==> src/rtl/riscv_pkg.sv <==
// Shared definitions for the memory stage: access size codes (same values as
// load_extend's extend_sel) and the load/store sequencer state encoding.
package riscv_pkg;

    localparam int unsigned LSU_LANES = 4;

    typedef enum logic [2:0] {
        SZ_BYTE  = 3'd0,
        SZ_HALF  = 3'd1,
        SZ_WORD  = 3'd2,
        SZ_UBYTE = 3'd3,
        SZ_UHALF = 3'd4
    } size_e;

    typedef enum logic [1:0] {
        LSU_IDLE     = 2'd0,
        LSU_REQ      = 2'd1,
        LSU_WAIT_RSP = 2'd2,
        LSU_DONE     = 2'd3
    } lsu_state_e;

    function automatic logic size_ok(input logic [2:0] size);
        return size <= 3'd4;
    endfunction

    function automatic logic access_misaligned(input logic [2:0] size, input logic [1:0] off);
        logic mis;
        mis = 1'b0;
        if (size == SZ_HALF || size == SZ_UHALF) mis = off[0];
        else if (size == SZ_WORD)                mis = (off != 2'b00);
        return mis;
    endfunction

endpackage

==> src/rtl/lsu_lane_align.sv <==
// Combinational lane steering: byte enables and replicated store data for a
// request, plus right-aligned, width-masked load data for a returned word.
module lsu_lane_align
    import riscv_pkg::*;
#(
    parameter int WORD_SIZE = 32
) (
    input  logic [2:0]           size,
    input  logic [1:0]           off,
    input  logic [WORD_SIZE-1:0] wdata,
    input  logic [WORD_SIZE-1:0] rdata,
    output logic [3:0]           be,
    output logic [WORD_SIZE-1:0] wdata_rep,
    output logic [WORD_SIZE-1:0] rdata_align
);

    logic [WORD_SIZE-1:0] shifted;

    always_comb begin
        shifted     = rdata >> {off, 3'b000};
        be          = 4'b0000;
        wdata_rep   = wdata;
        rdata_align = '0;
        case (size)
            SZ_BYTE, SZ_UBYTE: begin
                be          = 4'b0001 << off;
                wdata_rep   = {4{wdata[7:0]}};
                rdata_align = {{(WORD_SIZE-8){1'b0}}, shifted[7:0]};
            end
            SZ_HALF, SZ_UHALF: begin
                be          = 4'b0011 << off;
                wdata_rep   = {2{wdata[15:0]}};
                rdata_align = {{(WORD_SIZE-16){1'b0}}, shifted[15:0]};
            end
            SZ_WORD: begin
                be          = 4'b1111;
                wdata_rep   = wdata;
                rdata_align = shifted;
            end
            default: begin
                be          = 4'b0000;
                wdata_rep   = wdata;
                rdata_align = '0;
            end
        endcase
    end

endmodule

==> src/rtl/load_store_unit.sv <==
// MEM-stage load/store sequencer: one access at a time onto the data bus.
// Build option LSU_MISALIGN_TRAP_EN turns misaligned accesses into faults.
module load_store_unit
    import riscv_pkg::*;
#(
    parameter int WORD_SIZE  = 32,
    parameter int ADDR_WIDTH = 32
) (
    input  logic                  clk,
    input  logic                  rst,
    input  logic                  req_valid,
    input  logic                  req_we,
    input  logic [2:0]            req_size,
    input  logic [ADDR_WIDTH-1:0] req_addr,
    input  logic [WORD_SIZE-1:0]  req_wdata,
    output logic                  busy,
    output logic                  rsp_valid,
    output logic [WORD_SIZE-1:0]  rsp_data,
    output logic [2:0]            rsp_size,
    output logic                  misalign_fault,
    output logic                  dmem_valid,
    input  logic                  dmem_ready,
    output logic                  dmem_we,
    output logic [ADDR_WIDTH-1:0] dmem_addr,
    output logic [3:0]            dmem_be,
    output logic [WORD_SIZE-1:0]  dmem_wdata,
    input  logic                  dmem_rvalid,
    input  logic [WORD_SIZE-1:0]  dmem_rdata,
    output lsu_state_e            state_o
);

    // Bus handshake: a request transfers on the rising edge where dmem_valid
    // and dmem_ready are both high; until then every dmem_* output is held.
    // Load data is taken on the first dmem_rvalid seen in WAIT_RSP only.

    lsu_state_e            state_q, state_d;
    logic                  we_q, we_d;
    logic [1:0]            off_q, off_d;
    logic                  rsp_valid_q, rsp_valid_d;
    logic [WORD_SIZE-1:0]  rsp_data_q, rsp_data_d;
    logic [2:0]            rsp_size_q, rsp_size_d;
    logic                  fault_q, fault_d;
    logic                  dmem_valid_q, dmem_valid_d;
    logic                  dmem_we_q, dmem_we_d;
    logic [ADDR_WIDTH-1:0] dmem_addr_q, dmem_addr_d;
    logic [3:0]            dmem_be_q, dmem_be_d;
    logic [WORD_SIZE-1:0]  dmem_wdata_q, dmem_wdata_d;

    logic [1:0]            req_off;
    logic                  req_fault;
    logic [2:0]            align_size;
    logic [1:0]            align_off;
    logic [3:0]            align_be;
    logic [WORD_SIZE-1:0]  align_wdata;
    logic [WORD_SIZE-1:0]  align_rdata;

    // Misaligned halves keep addr[1]; misaligned words fall back to lane 0.
    always_comb begin
        req_off = req_addr[1:0];
        if (req_size == SZ_HALF || req_size == SZ_UHALF) req_off = {req_addr[1], 1'b0};
        else if (req_size == SZ_WORD)                    req_off = 2'b00;
    end

`ifdef LSU_MISALIGN_TRAP_EN
    assign req_fault = size_ok(req_size) && access_misaligned(req_size, req_addr[1:0]);
`else
    assign req_fault = 1'b0;
`endif

    assign align_size = (state_q == LSU_IDLE) ? req_size : rsp_size_q;
    assign align_off  = (state_q == LSU_IDLE) ? req_off  : off_q;

    lsu_lane_align #(
        .WORD_SIZE (WORD_SIZE)
    ) u_lane_align (
        .size        (align_size),
        .off         (align_off),
        .wdata       (req_wdata),
        .rdata       (dmem_rdata),
        .be          (align_be),
        .wdata_rep   (align_wdata),
        .rdata_align (align_rdata)
    );

    always_comb begin
        state_d      = state_q;
        we_d         = we_q;
        off_d        = off_q;
        rsp_valid_d  = rsp_valid_q;
        rsp_data_d   = rsp_data_q;
        rsp_size_d   = rsp_size_q;
        fault_d      = fault_q;
        dmem_valid_d = dmem_valid_q;
        dmem_we_d    = dmem_we_q;
        dmem_addr_d  = dmem_addr_q;
        dmem_be_d    = dmem_be_q;
        dmem_wdata_d = dmem_wdata_q;
        case (state_q)
            LSU_IDLE: begin
                if (req_valid) begin
                    we_d       = req_we;
                    off_d      = req_off;
                    rsp_size_d = req_size;
                    rsp_data_d = '0;
                    if (!size_ok(req_size) || req_fault) begin
                        state_d     = LSU_DONE;
                        rsp_valid_d = 1'b1;
                        fault_d     = req_fault;
                    end else begin
                        state_d      = LSU_REQ;
                        dmem_valid_d = 1'b1;
                        dmem_we_d    = req_we;
                        dmem_addr_d  = {req_addr[ADDR_WIDTH-1:2], 2'b00};
                        dmem_be_d    = align_be;
                        dmem_wdata_d = align_wdata;
                    end
                end
            end
            LSU_REQ: begin
                if (dmem_ready) begin
                    dmem_valid_d = 1'b0;
                    if (we_q) begin
                        state_d     = LSU_DONE;
                        rsp_valid_d = 1'b1;
                    end else begin
                        state_d = LSU_WAIT_RSP;
                    end
                end
            end
            LSU_WAIT_RSP: begin
                if (dmem_rvalid) begin
                    rsp_data_d  = align_rdata;
                    rsp_valid_d = 1'b1;
                    state_d     = LSU_DONE;
                end
            end
            LSU_DONE: begin
                rsp_valid_d = 1'b0;
                fault_d     = 1'b0;
                state_d     = LSU_IDLE;
            end
            default: state_d = LSU_IDLE;
        endcase
    end

    always_ff @(posedge clk or posedge rst) begin
        if (rst) begin
            state_q      <= LSU_IDLE;
            we_q         <= 1'b0;
            off_q        <= 2'b00;
            rsp_valid_q  <= 1'b0;
            rsp_data_q   <= '0;
            rsp_size_q   <= 3'd0;
            fault_q      <= 1'b0;
            dmem_valid_q <= 1'b0;
            dmem_we_q    <= 1'b0;
            dmem_addr_q  <= '0;
            dmem_be_q    <= 4'b0000;
            dmem_wdata_q <= '0;
        end else begin
            state_q      <= state_d;
            we_q         <= we_d;
            off_q        <= off_d;
            rsp_valid_q  <= rsp_valid_d;
            rsp_data_q   <= rsp_data_d;
            rsp_size_q   <= rsp_size_d;
            fault_q      <= fault_d;
            dmem_valid_q <= dmem_valid_d;
            dmem_we_q    <= dmem_we_d;
            dmem_addr_q  <= dmem_addr_d;
            dmem_be_q    <= dmem_be_d;
            dmem_wdata_q <= dmem_wdata_d;
        end
    end

    // Low in DONE so the pipeline advances in the same cycle as rsp_valid.
    assign busy = ((state_q != LSU_IDLE) && (state_q != LSU_DONE)) ||
                  ((state_q == LSU_IDLE) && req_valid);

    assign rsp_valid      = rsp_valid_q;
    assign rsp_data       = rsp_data_q;
    assign rsp_size       = rsp_size_q;
    assign misalign_fault = fault_q;
    assign dmem_valid     = dmem_valid_q;
    assign dmem_we        = dmem_we_q;
    assign dmem_addr      = dmem_addr_q;
    assign dmem_be        = dmem_be_q;
    assign dmem_wdata     = dmem_wdata_q;
    assign state_o        = state_q;

endmodule

==> config.mk <==
export PLATFORM = sky130hd
export DESIGN_NAME = load_store_unit
export DESIGN_NICKNAME = d
export VERILOG_FILES = /design/src/rtl/riscv_pkg.sv /design/src/rtl/lsu_lane_align.sv /design/src/rtl/load_store_unit.sv
export SDC_FILE = /design/constraint.sdc
export NUM_CORES = 1
export LEC_CHECK = 0
export CORE_AREA = 2 2 113 115
export DETAILED_ROUTE_END_ITERATION = 6
export DIE_AREA = 0 0 115 117
export PLACE_DENSITY = 0.81
export SETUP_SLACK_MARGIN = 0.5
export SYNTH_ARGS = -nofsm -noshare
export SYNTH_HDL_FRONTEND = slang
export SYNTH_SLANG_ARGS = --single-unit
==> constraint.sdc <==
create_clock -name clk -period 4.83 [get_ports clk]
set_clock_uncertainty 0.2 [all_clocks]
set_input_delay 1.449 -clock clk [delete_from_list [all_inputs] [get_ports clk]]
set_output_delay 1.449 -clock clk [all_outputs]
set_load 0.05 [all_outputs]
* Yosys cells after proc, flatten, opt, wreduce, memory -nomap -nowiden
Index checks and enable logic that the tools add are counted.
** Cells by class
- Reduce and logical (&&, ||, !) cells :: 19
- Equality and inequality tests :: 17
- Shift operators :: 3
- Mux-type cells :: 29
- Order comparisons :: 1
** Operator list (number)
- $pmux W32 S2 :: 2
- $pmux W32 S3 :: 1
- $mux W32 :: 2
- $shr A32 B5 Y32 :: 1
- $mux W2 :: 7
- $ne A2 B2 Y1 const B :: 7
- $pmux W4 S3 :: 1
- $reduce_and A3 Y1 :: 4
- $mux W1 :: 11
- $eq A3 B2 Y1 const B :: 3
- $pmux W2 S4 :: 1
- $reduce_bool A2 Y1 :: 4
- $eq A3 B1 Y1 const B :: 2
- $eq A3 B3 Y1 const B :: 2
- $reduce_and A5 Y1 :: 1
- $eq A2 B2 Y1 const B :: 2
- $pmux W1 S2 :: 2
- $pmux W1 S4 :: 1
- $reduce_and A4 Y1 :: 1
- $reduce_or A2 Y1 :: 2
- $shl A1 B2 Y4 const A :: 1
- $shl A2 B2 Y4 const A :: 1
- $le A3 B3 Y1 const B :: 1
- $logic_not A3 Y1 :: 1
- other kinds (6) :: 8
** Word-level totals
- Input bits :: 105
- Output and inout port bits :: 110
- Bits in registers :: 110

* Logic depth before layout (Yosys ltp)
- Word-level depth :: 8
- Mapped depth :: 10

* Modules after synthesis
A second synthesis with hierarchy kept.
** Unflattened totals
- Cell total of the unflattened synthesis :: 463
- Area, all modules :: 5751.8 um2
** Modules (own cells, without submodules)
- load_store_unit :: cells each 284, area an instance 4423.0 um2, sequential area each 2727.6 um2, times used 1
- lsu_lane_align :: cells each 179, area an instance 1328.8 um2, sequential area each 0.0 um2, times used 1

* Worst setup path after synthesis
OpenSTA, ideal clock, no wires.
- Path type :: in2out
- Start :: input req_valid
- End :: output busy
- Slack :: 0.456 ns
- Data required time :: 3.181 ns
- Arrival :: 2.725 ns
- Buffers on the path :: 0
- Stages on the path :: 2
- Path through :: nand2b_1 > a21boi_0
** Between the ends
- Word-level cells in the longest chain between the ends :: 2
** RTL lines
- from (decl) :: line load_store_unit.sv:11 : input logic req_valid,
- $logic_and A1 B1 Y1 :: line load_store_unit.sv:178 : ((state_q == LSU_IDLE) && req_valid);
- $logic_or A1 B1 Y1 :: line load_store_unit.sv:177 : assign busy = ((state_q != LSU_IDLE) && (state_q != LSU_DONE)) ||
- to (decl) :: line load_store_unit.sv:16 : output logic busy,
No other way between the ends.

* Worst setup path in the final report
Same ends and word-level chain as after synthesis.

==> results.md <==
- Status: finished clean
- Core Region: 12310 um^2
- GPL Wtd Cong: 0.9526
- Endpoints failing hold: 0
- Net Sw Power: 3.062 mW
- Post-Syn Area: 5170 um^2
- Crit Path Max Fanout: 5
- Area added between synthesis and finish: 50.82%
- Worst Max-Slew Pin Slew: 0.9429 ns
- CP Class: in2out
- DIE WIDTH: 115 um
- Hold path depth: 2
- IO buf count: 211
- Largest family of logic cells by synthesized area: simple AND/OR/NAND/NOR gates
- Vias in the first global route: 4875
- Synth Area in XOR/XNOR: 0.5082%
- Top FF cell, synth: dfrtp_1
- Largest net degree at the start of global routing: 50
- Post-CTS setup buffer count: 0
- CP cell instances: clkdlybuf4s50_1, nand2b_1, a21boi_2, buf_12
- Max VDD drop: 356.9 uV
- Final TNS setup: 0 ns
- Post-route setup slack: 0.5435 ns
- Later-pin clock latency in the skew report: 0.35 ns
- Hold Path Origin: dmem_addr[8]
- Mean Syn Cell Area: 9.383 um^2
- H-tree depth: 3
- Most frequent cells in the layout: clkdlybuf4s50_1 (210), nand2_1 (176), dfrtp_1 (109)
- Max incr delay on CP: 0.57 ns
- Final period utilization: 88.75%
- Yosys reg bits: 109
- Unrepaired setup endpoints after global routing: no
- Combinational share of power: 62.0%
- Arrival time worst endpoint: 2.64 ns
- DR pass1 iterations: 5
- Clk buf depth: 2
- Critical Path Source: req_valid
- Max cap viols: 0
- Commonest non-fill, non-tap cell in the layout: clkdlybuf4s50_1
- Hold WC Path Type: reg2reg
- Clock Root Buffer: clkbuf_16
- Crit path required time: 3.18 ns
- Reg2Reg Setup Slack: 1.42 ns
- Setup-failing EPs final: 0
- Worst R2R End: rsp_data[10]
- Synthesized-area fraction occupied by and/or/nand/nor cells: 20.01%
- Synth warnings: 0
- Number of top-level pins: 215
- Nets@finish: 868
- Die H: 117 um
- Die area: 13460 um^2
- Compound-Gate Fraction of Synth Area: 14.98%
- DR vias: 4970
- Minimum clock period: 4.287 ns
- Synthesized-area fraction occupied by adder cells: 0.9681%
- HPWL Detailed: 11910 um
- Drt drc: 0
- Reg2Reg Depth: 8
- Initial antenna violation count: 0
- Clk slew on worst S/H paths: 0.07 ns
- Leakage Power: 3.507 nW
- Final Max Tran Viols: 0
- WL final: 16020 um
- Layout fillers: 994
- Unique cell type count in the Yosys netlist: 51
- CTS tree: done
- Sinks on Clock Net: 109
- Seq/Total Area, Yosys: 52.76%
- Starting density of the core: 41.99%
- Critical Path Start Type: input port
- Sw Share: 50.38%
- Flop pwr share: 25.5%
- Crit path capture type: output pin
- Fraction of layout cells with a size suffix above 1: 5.890%
- Max stage delay cell, worst path: clkdlybuf4s50_1
- WHS Endpoint: dmem_addr[8]
- Area of placed instances: 7492 um^2
- Post-route antenna net violation count: 0
- Clock share of power: 12.5%
- Vias per inst: 5.438
- Gate Count Post-Synth: 551
- GRT Overall Usage: 23.66%
- Final instance area: 7797 um^2
- CTS Buf Count: 9
- Fmax: 233.3 MHz
- PwrDens: 779.4 nW/um^2
- # diodes: 0
- DR iter-0 viols: 460
- Wire per inst: 17.53 um
- Remaining Overflow, GRT: 0
- FP Rows: 41
- Relative slew slack: 37.01%
- First-pass GRT wire length: 24910 um
- Number of enable flip-flop cells after synthesis: 0
- Async SR Flop Fraction: 100.0%
- Pre-CTS WS: 0.5026 ns
- Design internal power: 3.015 mW
- FF-to-FF Start: state_o[0]
- Mux contribution to synthesized area: 7.018%
-- registers in the layout (all words and copies together), names as in the netlist, 2 cells and up --
signal / cells
dmem_be: 4
state_o: 2
dmem_addr: 30
rsp_size: 3
dmem_wdata: 32
rsp_data: 32
off_q: 2
-- critical path: cells and delay by family --
kind	cells	cell delay, ns
buffers and inverters	2	0.73
AO/OA/AOI/OAI	1	0.25
AND/OR/NAND/NOR	1	0.21
-- layout make-up --
class / instances / area (um^2) / area share, %
sequential: 109 / 2728 / 34.98
multi-input combinational: 402 / 2280 / 29.24
timing repair buffer: 225 / 2252 / 28.88
clock buffer: 11 / 242.7 / 3.113
tap: 150 / 187.7 / 2.407
clock inverter: 5 / 58.81 / 0.7542
inverter: 12 / 48.80 / 0.6258
-- worst max-delay path by stage --
| stage | slack, ns | depth (start not counted) | endpoint |
|---|---|---|---|
| floorplan | 0.82 | 2 | busy |
| global placement | 0.56 | 4 | busy |
| detailed placement | 0.50 | 4 | busy |
| CTS | 0.56 | 4 | busy |
| global route | 0.51 | 4 | busy |
| finish | 0.54 | 4 | busy |
-- through the flow --
step	util [%]	power [mW]	hold WS (ns)	std cells
floorplan	-	4.033	0.2646	553
global placement	60.85	5.220	0.2570	898
detailed placement	60.85	5.323	0.2617	898
CTS	63.33	6.095	0.2793	914
global route	63.33	6.401	0.2993	914
finish	63.33	6.077	0.2765	914
-- timing repair --
item | in CTS | in global routing
resized for setup | 1 | 0
endpoints found under the setup margin | 1 | 0
hold buffers | 0 | 0
endpoints found under the hold margin | 0 | 0
-- Yosys cell counts (2+ instances only) --
library cell,number,area share [%]
inv_1,12,0.87
nor2_1,35,2.5
o221ai_1,10,1.7
ha_1,4,0.97
o41ai_1,8,1.4
o22a_1,4,0.68
nand2b_1,4,0.48
a21boi_0,2,0.29
o22ai_1,2,0.24
buf_2,5,0.48
a211oi_1,8,1.2
mux2_2,5,1.1
and3_1,4,0.48
nand3_1,3,0.29
a21o_1,2,0.29
buf_1,2,0.15
mux2i_1,27,5.2
o21ai_0,26,2.5
dfrtp_1,109,53
and2_1,9,1.1
nand2_1,176,13
a31oi_1,4,0.48
nor2b_1,5,0.61
buf_4,5,0.73
clkbuf_1,17,1.2
a22o_1,15,2.5
xnor2_1,2,0.34
a21oi_1,16,1.5
o211ai_1,3,0.44
a221oi_1,6,1.0
-- power by group through the flow --
| stage | Clock, mW | Combinational (mW) | Sequential [mW] |
|---|---|---|---|
| after floorplan | 0 | 1.19 | 2.84 |
| after global placement | 0 | 3.67 | 1.54 |
| after detailed placement | 0 | 3.76 | 1.56 |
| after CTS | 0.771 | 3.77 | 1.55 |
| after global routing | 0.809 | 4.00 | 1.60 |
| final | 0.759 | 3.77 | 1.55 |
-- routing by layer --
layer  global-route usage [%]  vias to the layer above  wire length, um
met4                    8.032                        0              374
met5                        0                        -                0
met2                    39.33                      247             7708
li1                         -                     2300                -
met1                    29.82                     2392             6545
met3                    6.900                       31             1394
-- cell families (layout without fill, tap and decap cells) --
group | count (synthesis) | in the layout
other cells | 1 | 3
mux | 34 | 34
simple gates | 247 | 247
buf+inv | 42 | 253
xor+xnor | 3 | 3
fa+ha+maj | 4 | 4
compound gates | 111 | 111
flops | 109 | 109
(Power assumes the default switching activity.)
